==> src/rtl/coin_acceptor.sv <==
// Coin sensor front end: sync, debounce, jam detect and a small coin FIFO
// feeding one-cycle coin codes to the vending machine.
module coin_acceptor #(
  parameter int DEBOUNCE_CYCLES = 4,
  parameter int STUCK_CYCLES = 1000,
  parameter int FIFO_DEPTH = 4,
  localparam int LW = $clog2(FIFO_DEPTH) + 1
) (
  input  logic          clk,
  input  logic          rst,
  input  logic          sense_5,
  input  logic          sense_10,
  input  logic          out_en,
  input  logic          clr_jam,
  output logic [1:0]    coin,
  output logic          jam,
  output logic          reject,
  output logic [LW-1:0] level
);

  localparam int AW = $clog2(FIFO_DEPTH);
  localparam int SW = $clog2(STUCK_CYCLES + 1);

  logic [1:0]    raw;
  logic [1:0]    sync1;
  logic [1:0]    sync2;
  logic [1:0]    stable;
  logic [1:0]    stable_q;
  logic [1:0]    stuck_hit;
  logic [1:0]    ev;
  logic [7:0]    dcnt [2];
  logic [SW-1:0] scnt [2];
  logic          jam_set;
  logic          jam_clr;

  logic [1:0]    mem [FIFO_DEPTH];
  logic [AW-1:0] wr;
  logic [AW-1:0] rd;
  logic [LW-1:0] cnt;
  logic [LW-1:0] free;
  logic [1:0]    npush;
  logic [1:0]    d0;
  logic [1:0]    d1;
  logic          rej;
  logic          pop;

  // channel 0 is the 5-won slot, channel 1 the 10-won slot
  assign raw = {sense_10, sense_5};

  always_ff @(posedge clk or posedge rst) begin
    if (rst) begin
      sync1    <= '0;
      sync2    <= '0;
      stable   <= '0;
      stable_q <= '0;
      for (int c = 0; c < 2; c++) begin
        dcnt[c] <= '0;
        scnt[c] <= '0;
      end
    end else begin
      sync1    <= raw;
      sync2    <= sync1;
      stable_q <= stable;
      for (int c = 0; c < 2; c++) begin
        if (sync2[c] == stable[c]) begin
          dcnt[c] <= '0;
        end else if (dcnt[c] == 8'(DEBOUNCE_CYCLES - 1)) begin
          stable[c] <= ~stable[c];
          dcnt[c]   <= '0;
        end else begin
          dcnt[c] <= dcnt[c] + 8'd1;
        end
        if (!stable[c]) begin
          scnt[c] <= '0;
        end else if (scnt[c] != SW'(STUCK_CYCLES)) begin
          scnt[c] <= scnt[c] + SW'(1);
        end
      end
    end
  end

  always_comb begin
    stuck_hit = '0;
    for (int c = 0; c < 2; c++) begin
      stuck_hit[c] = stable[c] && (scnt[c] == SW'(STUCK_CYCLES - 1));
    end
  end

  assign jam_set = (&stable) | (|stuck_hit);
  assign jam_clr = clr_jam & ~(|stable);
  // events are dropped while jammed, including the cycle that sets jam
  assign ev = stable & ~stable_q & {2{~(jam | jam_set)}};

  always_ff @(posedge clk or posedge rst) begin
    if (rst) begin
      jam <= 1'b0;
    end else if (jam_set) begin
      jam <= 1'b1;
    end else if (jam_clr) begin
      jam <= 1'b0;
    end
  end

  assign free = LW'(FIFO_DEPTH) - cnt;
  assign pop  = out_en && (cnt != '0);

  always_comb begin
    npush = 2'd0;
    d0    = 2'b00;
    d1    = 2'b00;
    rej   = 1'b0;
    unique case (ev)
      2'b11: begin
        if (free >= LW'(2)) begin
          npush = 2'd2;
          d0    = 2'b01;
          d1    = 2'b10;
        end else if (free == LW'(1)) begin
          npush = 2'd1;
          d0    = 2'b10;
          rej   = 1'b1;
        end else begin
          rej = 1'b1;
        end
      end
      2'b01, 2'b10: begin
        if (free != '0) begin
          npush = 2'd1;
          d0    = ev;
        end else begin
          rej = 1'b1;
        end
      end
      default: ;
    endcase
  end

  always_ff @(posedge clk) begin
    if (npush != 2'd0) mem[wr] <= d0;
    if (npush == 2'd2) mem[wr + AW'(1)] <= d1;
  end

  always_ff @(posedge clk or posedge rst) begin
    if (rst) begin
      wr     <= '0;
      rd     <= '0;
      cnt    <= '0;
      coin   <= 2'b00;
      reject <= 1'b0;
    end else begin
      wr     <= wr + AW'(npush);
      rd     <= rd + AW'(pop);
      cnt    <= cnt + LW'(npush) - LW'(pop);
      coin   <= pop ? mem[rd] : 2'b00;
      reject <= rej;
    end
  end

  assign level = cnt;

endmodule

==> config.mk <==
export PLATFORM = sky130hd
export DESIGN_NAME = coin_acceptor
export DESIGN_NICKNAME = d
export VERILOG_FILES = /design/src/rtl/coin_acceptor.sv
export SDC_FILE = /design/constraint.sdc
export NUM_CORES = 1
export LEC_CHECK = 0
export ABC_AREA = 1
export BUFFER_PORTS_ARGS = -buffer_cell sky130_fd_sc_hd__buf_2
export CAP_MARGIN = 40
export CELL_PAD_IN_SITES_DETAIL_PLACEMENT = 2
export CELL_PAD_IN_SITES_GLOBAL_PLACEMENT = 2
export CORE_MARGIN = 5
export CORE_UTILIZATION = 39
export CTS_CLUSTER_SIZE = 14
export DETAILED_ROUTE_END_ITERATION = 10
export PLACE_DENSITY_LB_ADDON = 0.12
export SYNTH_ARGS = -nofsm -noshare
export SYNTH_HDL_FRONTEND = slang
export SYNTH_SLANG_ARGS = --single-unit
export TNS_END_PERCENT = 10
==> constraint.sdc <==
create_clock -name clk -period 3.1 [get_ports clk]
set_clock_uncertainty 0.1 [all_clocks]
set_input_delay 0.155 -clock clk [delete_from_list [all_inputs] [get_ports clk]]
set_output_delay 0.155 -clock clk [all_outputs]
set_load 0.1 [all_outputs]
==> results of run 1 <==
[cell usage in the layout, fill, tap and decap left out, types with 8 or more instances in the layout]
cell       n
dfrtp_1   53
inv_1     49
nor2_1    44
nand2_1   42
nand3_1   22
o21ai_0   18
buf_4     17
a21oi_1   16
ha_1      14
buf_2     12
xor2_1    10
clkbuf_8  10
inv_2      8
edfxtp_1   8
[worst max-delay path: stages, from the launching register on]
cell and delay, ns:
dfrtp_1 0.38, ha_2 0.20, nand2_2 0.07, nor2_2 0.11
nand3_1 0.09, nand2_1 0.10, nand2_2 0.08, nand2_2 0.07
inv_2 0.04, nand2_2 0.06, inv_2 0.05, ha_4 0.26
inv_2 0.03, nor2_2 0.11, inv_1 0.07, nand2_2 0.09
nand2_4 0.07, ha_4 0.27, inv_2 0.04, ha_4 0.15
fa_2 0.38, xnor2_1 0.13
[worst paths after layout]
| kind | startpoint | endpoint | slack [ns] | depth (start not counted) |
|---|---|---|---|---|
| max | scnt[0] | level[2] | 0.03 | 21 |
| min | out_en | coin[0] | 0.16 | 5 |
| max reg2reg | scnt[0] | level[2] | 0.03 | 21 |
| min reg2reg | sync1[1] | sync2[1] | 0.26 | 0 |
| max in group asynchronous | rst | stable_q[1] | 1.81 | 4 |
| min in group asynchronous | rst | scnt[2] | 0.39 | 3 |
[per-layer routing]
layer  global-route usage  wire length [µm]  vias to the layer above
met4               0.0651               138                        0
met5                    0                 0                        -
li1                     -                 -                     1193
met1                0.200              3540                     1280
met2                0.317              4560                       30
met3               0.0449               188                       11
[layout make-up]
cell class / count / area [µm²] / share of cell area
timing repair buffer: 33 / 228 / 0.0605
sequential: 63 / 1620 / 0.430
clock inverter: 5 / 62.6 / 0.0166
tap: 102 / 128 / 0.0339
clock buffer: 11 / 163 / 0.0432
inverter: 57 / 214 / 0.0568
multi-input combinational: 222 / 1350 / 0.359
[through the flow]
stage	std cells	instance area, µm²	hold WS, ns	total power [W]	utilization
floorplan	344	3120	0.0864	0.00197	-
finish	493	3770	0.160	0.00323	0.485
global placement	465	3370	0.163	0.00222	0.433
detailed placement	465	3370	0.165	0.00228	0.433
global route	493	3770	0.185	0.00345	0.485
CTS	487	3660	0.0967	0.00315	0.471
[flip-flops by register name, indices dropped and copies added (netlist names)]
name / flops
mem: 8
wr: 2
level: 3
coin: 2
sync2: 2
scnt: 20
jam: 1
dcnt: 16
stable: 2
stable_q: 2
sync1: 2
reject: 1
rd: 2
[report_power, final]
part	total, W	internal (W)	switching (W)	leakage (nW)
clock	0.000814	0.000446	0.000367	0.107
sequential	0.00117	0.000999	0.000169	0.798
combinational	0.00124	0.000402	0.000843	0.853
total	0.00323	0.00185	0.00138	1.76
[repair_timing]
action,4_1_cts,5_1_grt
setup endpoints to repair,2,10
endpoints found under the hold margin,31,0
buffers inserted,2,6
gates resized for setup,4,18
hold buffers,4,0
pin swaps,1,9
[cells by family (layout without fill, tap and decap cells)]
logic type | Yosys count | after routing | synth area share
buffers and inverters | 59 | 106 | 0.0718
and+or+nand+nor | 147 | 147 | 0.219
AOI/OAI and AO/OA | 41 | 41 | 0.0698
xor gates and xnor gates | 15 | 15 | 0.0421
adders and majority gates | 19 | 19 | 0.0787
DFF | 63 | 63 | 0.518
==> results_dict.tcl, run 1 <==
set metrics [dict create \
    slew_viol_final 0 \
    num_vias 2514 \
    cts_tree "built" \
    status "completed" \
    ys.flop_type "dfrtp_1" \
    yosysTopAreaCell "dfrtp_1" \
    diodes 0 \
    ios 13 \
    die_x_um 99.4 \
    fin_crit_sh 0.990 \
    grt_max_degree 31 \
    p_per_area_mw_per_mm2 857 \
    cts_num_sinks 63 \
    synth_cell_types 26 \
    start_util 0.401 \
    num_rows 32 \
    htree_levels 3 \
    yosysSeqAreaShare 0.518 \
    setup_viol 0 \
    syn-mean-instance-area_um2 9.06 \
    clk_path_buf_depth 2 \
    place_ws_ns -0.0406 \
    core_mm2 0.00777 \
    wl_um 8430 \
    synth.cell_area_mm2 0.00312 \
    first_iter_violations 47 \
    drv_cap 0 \
    antenna_left 0 \
    grt_first_pass_wirelength_um 13600 \
    drc_errors 0 \
    grtUsageTotal 0.176 \
    synthesis.nets 369 \
    synth_edf_count 8 \
    async_flop_share 0.873 \
    endpoint_kind "flip-flop" \
    tightest_slew_ns 0.694 \
    synth_top_area_frac 0.441 \
    yosys-top-cells-count "55 x dfrtp_1, 55 x inv_1, 46 x nand2_1, 46 x nor2_1, 22 x nand3_1" \
    clock_latency_ns 0.35 \
    min_path_type "primary input to flip-flop" \
    wl_per_cell_um 17.1 \
    antenna_found_initial 0 \
    overflow 0 \
    hold_viol_final 0 \
    die_h_um 99.4 \
    ys_ff_latch 63 \
    crit_fanout 3 \
    dieArea_mm2 0.00988 \
    firstDrtPassIters 4 \
    cts_made_buffers 9 \
    area_delta_synth_final_pct 20.8 \
    clk_pin_slew_ns 0.08 \
    finalSetupTns_ns 0 \
    cts_root_buf "clkbuf_8" \
    start_kind "flip-flop" \
    nets 411 \
    port_buffers 12 \
    worst_slack_ns 0.0325 \
    worstPathRequired_ns 3.23 \
    gp_congestion 0.767 \
    fillers 858 \
    critical_path_arrival_ns 3.19 \
    slew_headroom 0.537 \
    final.min_clock_period_ns 3.07 \
    fmax_mhz 326 \
    drive_above_1_share 0.207 \
    dp_hpwl_um 5470 \
    grt_pass1_vias 2838 \
    leakagePower_nw 1.76 \
    syn_inst 344 \
    critical_path_class "flip-flop to flip-flop" \
    rsz0062_at_grt "yes" \
    ys_top_cells_by_area "dfrtp_1 44%, edfxtp_1 7.7%, ha_1 7.2%" \
    viasPerCell 5.10 \
    max-vdd-ir-drop_mv 0.298 \
    ys_warn_count 0 \
]
Power figures use the tool's default switching activity.
==> inputs of run 2 (changes only) <==
--- a/config.mk
+++ b/config.mk
@@ -15,6 +15,7 @@
 export CTS_CLUSTER_SIZE = 14
 export DETAILED_ROUTE_END_ITERATION = 10
 export PLACE_DENSITY_LB_ADDON = 0.12
+export REMOVE_ABC_BUFFERS = 1
 export SYNTH_ARGS = -nofsm -noshare
 export SYNTH_HDL_FRONTEND = slang
 export SYNTH_SLANG_ARGS = --single-unit
==> results_dict.tcl, run 2 (synthesis gave the netlist of run 1 again) <==
set metrics [dict create \
    wl_per_cell_um 16.0 \
    fmax_mhz 334 \
    hold_viol_final 0 \
    design_area_mm2 0.00375 \
    antenna_found_initial 0 \
    r2r_end "level[2]" \
    crit_fanout 3 \
    status "completed" \
    p_total_w 0.00318 \
    tightest_slew_ns 0.610 \
    rrSetupSlack_ns 0.10 \
    fin_crit_sh 0.966 \
    cts_made_buffers 9 \
    area_delta_synth_final_pct 20.2 \
    max-vdd-ir-drop_mv 0.699 \
    start_kind "flip-flop" \
    worstPathRequired_ns 3.22 \
    dpl_cell_area_mm2 0.00336 \
    final.min_clock_period_ns 3.00 \
    critical_path_class "flip-flop to flip-flop" \
    endpoint_kind "flip-flop" \
    final_util 0.483 \
    port_buffers 12 \
    worstRegToRegCells 21 \
    core_mm2 0.00777 \
    num_vias 2453 \
    htree_levels 3 \
    r2r_start "scnt[1]" \
    hold_path_depth 5 \
    drc_errors 0 \
    nets 409 \
    slew_viol_final 0 \
    viasPerCell 5.00 \
    finalSetupTns_ns 0 \
    die_x_um 99.4 \
    gp_congestion 0.784 \
    crit_family "adder cells" \
    critPathBufInv 5 \
    drv_cap 0 \
    diodes 0 \
    top_regs "scnt x20, dcnt x16, mem x8" \
    grtUsageTotal 0.173 \
    slew_headroom 0.593 \
    num_rows 32 \
    drive_above_1_share 0.195 \
    largest_reg_flops 20 \
    crit_chain "ha_2 > nand2_2 > nor2_2 > nand3_1 > nand2_1 > nand2_2 > nand2_2 > inv_2 > nand2_2 > inv_2 > ha_4 > inv_2 > nor2_4 > inv_1 > nand2_2 > nand2_4 > ha_4 > inv_2 > ha_4 > fa_2 > xnor2_2" \
    p_per_area_mw_per_mm2 850 \
    critical_path_arrival_ns 3.12 \
    layout_common_cells "55 x dfrtp_1, 50 x inv_1, 44 x nor2_1" \
    firstDrtPassIters 4 \
    clk_pin_slew_ns 0.07 \
    leakagePower_nw 1.76 \
    regMostFlops "scnt" \
    cts_root_buf "clkbuf_8" \
    min_path_type "primary input to flip-flop" \
    grt_pass1_vias 2841 \
    grt_max_degree 28 \
    slowest_delay_ns 0.37 \
    worst_path_max_delay_cell "dfrtp_1" \
    worstHoldStart "out_en" \
    die_h_um 99.4 \
    final_common_cell "dfrtp_1" \
    dp_hpwl_um 5460 \
    first_iter_violations 52 \
    dieArea_mm2 0.00988 \
    clock_latency_ns 0.34 \
    start_util 0.401 \
    antenna_left 0 \
    overflow 0 \
    whs_endpoint "coin[1]" \
    ios 13 \
    cts_num_sinks 63 \
    grt_first_pass_wirelength_um 13400 \
    clk_path_buf_depth 2 \
    wl_um 7880 \
    cts_tree "built" \
    setup_viol 0 \
    critical_path.most_common_cell "nand2_2" \
]
[run 2: how the worst max path moves through the flow]
| stage | startpoint | end | slack (ns) | cells after the start |
|---|---|---|---|---|
| final | scnt[1] | level[2] | 0.10 | 21 |
| after global routing | scnt[1] | level[2] | -0.06 | 21 |
| after CTS | scnt[1] | level[1] | 0.006 | 20 |
| after detailed placement | scnt[0] | level[2] | -0.08 | 21 |
| after global placement | scnt[0] | level[2] | 0.09 | 21 |
| after floorplan | level[0] | level[2] | -0.05 | 13 |
[run 2: per-layer routing]
| layer | GRT usage | vias to the layer above | wire length (µm) |
|---|---|---|---|
| met5 | 0 | - | 0 |
| met4 | 0.0536 | 0 | 78 |
| met3 | 0.0428 | 9 | 146 |
| met2 | 0.315 | 17 | 4160 |
| met1 | 0.198 | 1244 | 3490 |
| li1 | - | 1183 | - |
[run 2: report_power, final]
group / internal (W) / switching, W
clock: 0.000450 / 0.000336
combinational: 0.000399 / 0.000835
sequential: 0.000996 / 0.000168
total: 0.00185 / 0.00134
[run 2: layout make-up]
class | count | area, µm²
Tap cell | 102 | 128
Multi-Input combinational cell | 222 | 1370
Sequential cell | 63 | 1620
Clock inverter | 6 | 85.1
Timing Repair Buffer | 31 | 213
Inverter | 57 | 214
Fill cell | 870 | 4020
Clock buffer | 10 | 128
[run 2: repair_timing]
action,CTS,global route
pin swaps,5,8
hold endpoints to repair,28,0
buffers inserted,3,3
gates resized for setup,5,17
endpoints found under the setup margin,2,10
hold buffers,4,0
gates cloned,0,0
[run 2: stage by stage]
step | hold WS, ns | cells | setup WS [ns]
detailed placement | 0.166 | 465 | -0.0838
global placement | 0.164 | 465 | 0.0853
global route | 0.178 | 491 | -0.0601
finish | 0.152 | 491 | 0.104
CTS | 0.110 | 488 | 0.00599
floorplan | 0.0864 | 342 | -0.0461
[run 2: worst register-to-register path, stage by stage, from the launching register on]
cell	delay (ns)
dfrtp_1	0.37
ha_2	0.20
nand2_2	0.07
nor2_2	0.09
nand3_1	0.08
nand2_1	0.08
nand2_2	0.07
nand2_2	0.07
inv_2	0.04
nand2_2	0.07
inv_2	0.05
ha_4	0.28
inv_2	0.04
nor2_4	0.08
inv_1	0.07
nand2_2	0.09
nand2_4	0.07
ha_4	0.26
inv_2	0.04
ha_4	0.15
fa_2	0.36
xnor2_2	0.14
==> inputs of run 3 (changes only) <==
--- a/config.mk
+++ b/config.mk
@@ -6,14 +6,14 @@
 export NUM_CORES = 1
 export LEC_CHECK = 0
 export ABC_AREA = 1
-export BUFFER_PORTS_ARGS = -buffer_cell sky130_fd_sc_hd__buf_2
-export CAP_MARGIN = 40
+export CAP_MARGIN = 20
 export CELL_PAD_IN_SITES_DETAIL_PLACEMENT = 2
 export CELL_PAD_IN_SITES_GLOBAL_PLACEMENT = 2
 export CORE_MARGIN = 5
-export CORE_UTILIZATION = 39
+export CORE_UTILIZATION = 40
 export CTS_CLUSTER_SIZE = 14
 export DETAILED_ROUTE_END_ITERATION = 10
+export DONT_BUFFER_PORTS = 1
 export PLACE_DENSITY_LB_ADDON = 0.12
 export REMOVE_ABC_BUFFERS = 1
 export SYNTH_ARGS = -nofsm -noshare
==> results_dict.tcl, run 3 (synthesis gave the netlist of run 1 again) <==
set metrics [dict create \
    cts_root_buf "clkbuf_8" \
    nets 401 \
    hold_viol_final 0 \
    area_delta_synth_final_pct 18.5 \
    first_iter_violations 18 \
    firstDrtPassIters 3 \
    min_path_type "primary input to flip-flop" \
    endpoint_kind "flip-flop" \
    clk_path_buf_depth 2 \
    tightest_slew_ns 0.880 \
    port_buffers 0 \
    grt_first_pass_wirelength_um 13400 \
    sequentialPowerShare 0.404 \
    switchingPower_w 0.00130 \
    wl_um 7780 \
    p_comb_frac 0.366 \
    r2r_end "level[1]" \
    p_per_area_mw_per_mm2 832 \
    num_vias 2397 \
    hold_path_depth 4 \
    worstRegToRegCells 20 \
    die_h_um 98.3 \
    htree_levels 3 \
    layout_common_cells "55 x dfrtp_1, 51 x inv_1, 42 x nand2_1, 42 x nor2_1, 22 x nand3_1" \
    grt_pass1_vias 2808 \
    fmax_mhz 336 \
    antenna_found_initial 0 \
    top_regs "scnt x20, dcnt x16, mem x8" \
    gp_congestion 0.755 \
    die_x_um 98.3 \
    crit_family "adder cells" \
    dieArea_mm2 0.00966 \
    dp_hpwl_um 5540 \
    largest_reg_flops 20 \
    clk_pin_slew_ns 0.07 \
    antenna_left 0 \
    finalSetupTns_ns 0 \
    core_mm2 0.00765 \
    p_int_w 0.00178 \
    slew_headroom 0.414 \
    grtUsageTotal 0.173 \
    critical_path_class "flip-flop to flip-flop" \
    crit_fanout 3 \
    critical_path.most_common_cell "nand2_2" \
    clock_latency_ns 0.34 \
    worst_path_max_delay_cell "fa_2" \
    ios 13 \
    final.min_clock_period_ns 2.98 \
    drv_cap 0 \
    start_util 0.408 \
    sw_frac_of_total 0.423 \
    cts_tree "built" \
    drive_above_1_share 0.178 \
    overflow 0 \
    drc_errors 0 \
    num_rows 32 \
    grt_max_degree 24 \
    fin_crit_sh 0.961 \
    viasPerCell 4.96 \
    power_frac_clock 0.230 \
    setup_viol 0 \
    status "completed" \
    wl_per_cell_um 16.1 \
    regMostFlops "scnt" \
    hold_ws_ns 0.0731 \
    whs_endpoint "coin[1]" \
    slowest_delay_ns 0.52 \
    crit_chain "ha_4 > nand2_4 > nor2_2 > nand3_1 > nand2_1 > nand2_2 > nand2_2 > inv_2 > nand2_2 > inv_2 > ha_4 > inv_1 > nor2_2 > inv_1 > nand2_2 > nand2_4 > ha_4 > inv_1 > ha_2 > fa_2" \
    worstPathRequired_ns 3.28 \
    max-vdd-ir-drop_mv 0.570 \
    start_kind "flip-flop" \
    cts_num_sinks 63 \
    final_common_cell "dfrtp_1" \
    worstHoldStart "out_en" \
    r2r_start "scnt[1]" \
    slew_viol_final 0 \
    rrSetupSlack_ns 0.12 \
    critPathBufInv 5 \
    critical_path_arrival_ns 3.16 \
    p_total_w 0.00308 \
    diodes 0 \
    cts_made_buffers 9 \
    leakagePower_nw 1.73 \
]
[run 3: metrics by stage]
| step | worst slack [ns] | utilization | std cells | instance area, µm² |
|---|---|---|---|---|
| finish | 0.121 | 0.483 | 483 | 3700 |
| CTS | 0.000983 | 0.474 | 481 | 3620 |
| global placement | 0.0789 | 0.435 | 456 | 3330 |
| floorplan | -0.0461 | - | 342 | 3110 |
| global route | -0.0120 | 0.483 | 483 | 3700 |
| detailed placement | -0.156 | 0.435 | 456 | 3330 |
[run 3: worst max-delay path by stage]
| stage | cells after the start | from | to | slack (ns) |
|---|---|---|---|---|
| 2_1_floorplan | 13 | level[0] | level[2] | -0.05 |
| 3_3_place_gp | 21 | scnt[0] | level[2] | 0.08 |
| 3_5_place_dp | 21 | scnt[1] | level[2] | -0.16 |
| 4_1_cts | 20 | scnt[1] | level[1] | 0.001 |
| 5_1_grt | 20 | scnt[1] | level[1] | -0.01 |
| 6_report | 20 | scnt[1] | level[1] | 0.12 |
[run 3: layer usage]
layer | global-route usage | part of all wire
met3 | 0.0443 | 0.022
met2 | 0.327 | 0.55
met4 | 0.0504 | 0.013
met5 | 0 | 0
met1 | 0.189 | 0.41
[run 3: worst register-to-register path, delay by kind of cell (launching register included)]
kind	cells	cell delay, ns
buffers and inverters	5	0.22
adders and majority gates	5	1.38
and+or+nand+nor	10	0.79
DFF	1	0.41
[run 3: area by class of cell]
| class | instances | area (µm²) |
|---|---|---|
| fillers | 827 | 3950 |
| flip-flops and latches | 63 | 1620 |
| multi-input cells | 222 | 1370 |
| inverters | 57 | 214 |
| repair buffers | 23 | 183 |
| clock buffers | 12 | 145 |
| well taps | 102 | 128 |
| clock inverters | 4 | 45.0 |
[run 3: what timing repair did]
action | 4_1_cts | 5_1_grt
pin swaps | 5 | 8
endpoints found under the hold margin | 24 | 0
endpoints found under the setup margin | 2 | 10
buffers inserted | 5 | 2
hold buffers | 4 | 0
gates resized for setup | 8 | 15
[run 3: power groups by stage]
stage	combinational, W	clock [W]	sequential, W
floorplan	0.000550	0	0.00140
global placement	0.000977	0	0.00124
detailed placement	0.00103	0	0.00125
CTS	0.00110	0.000737	0.00124
global route	0.00128	0.000774	0.00127
finish	0.00113	0.000707	0.00124
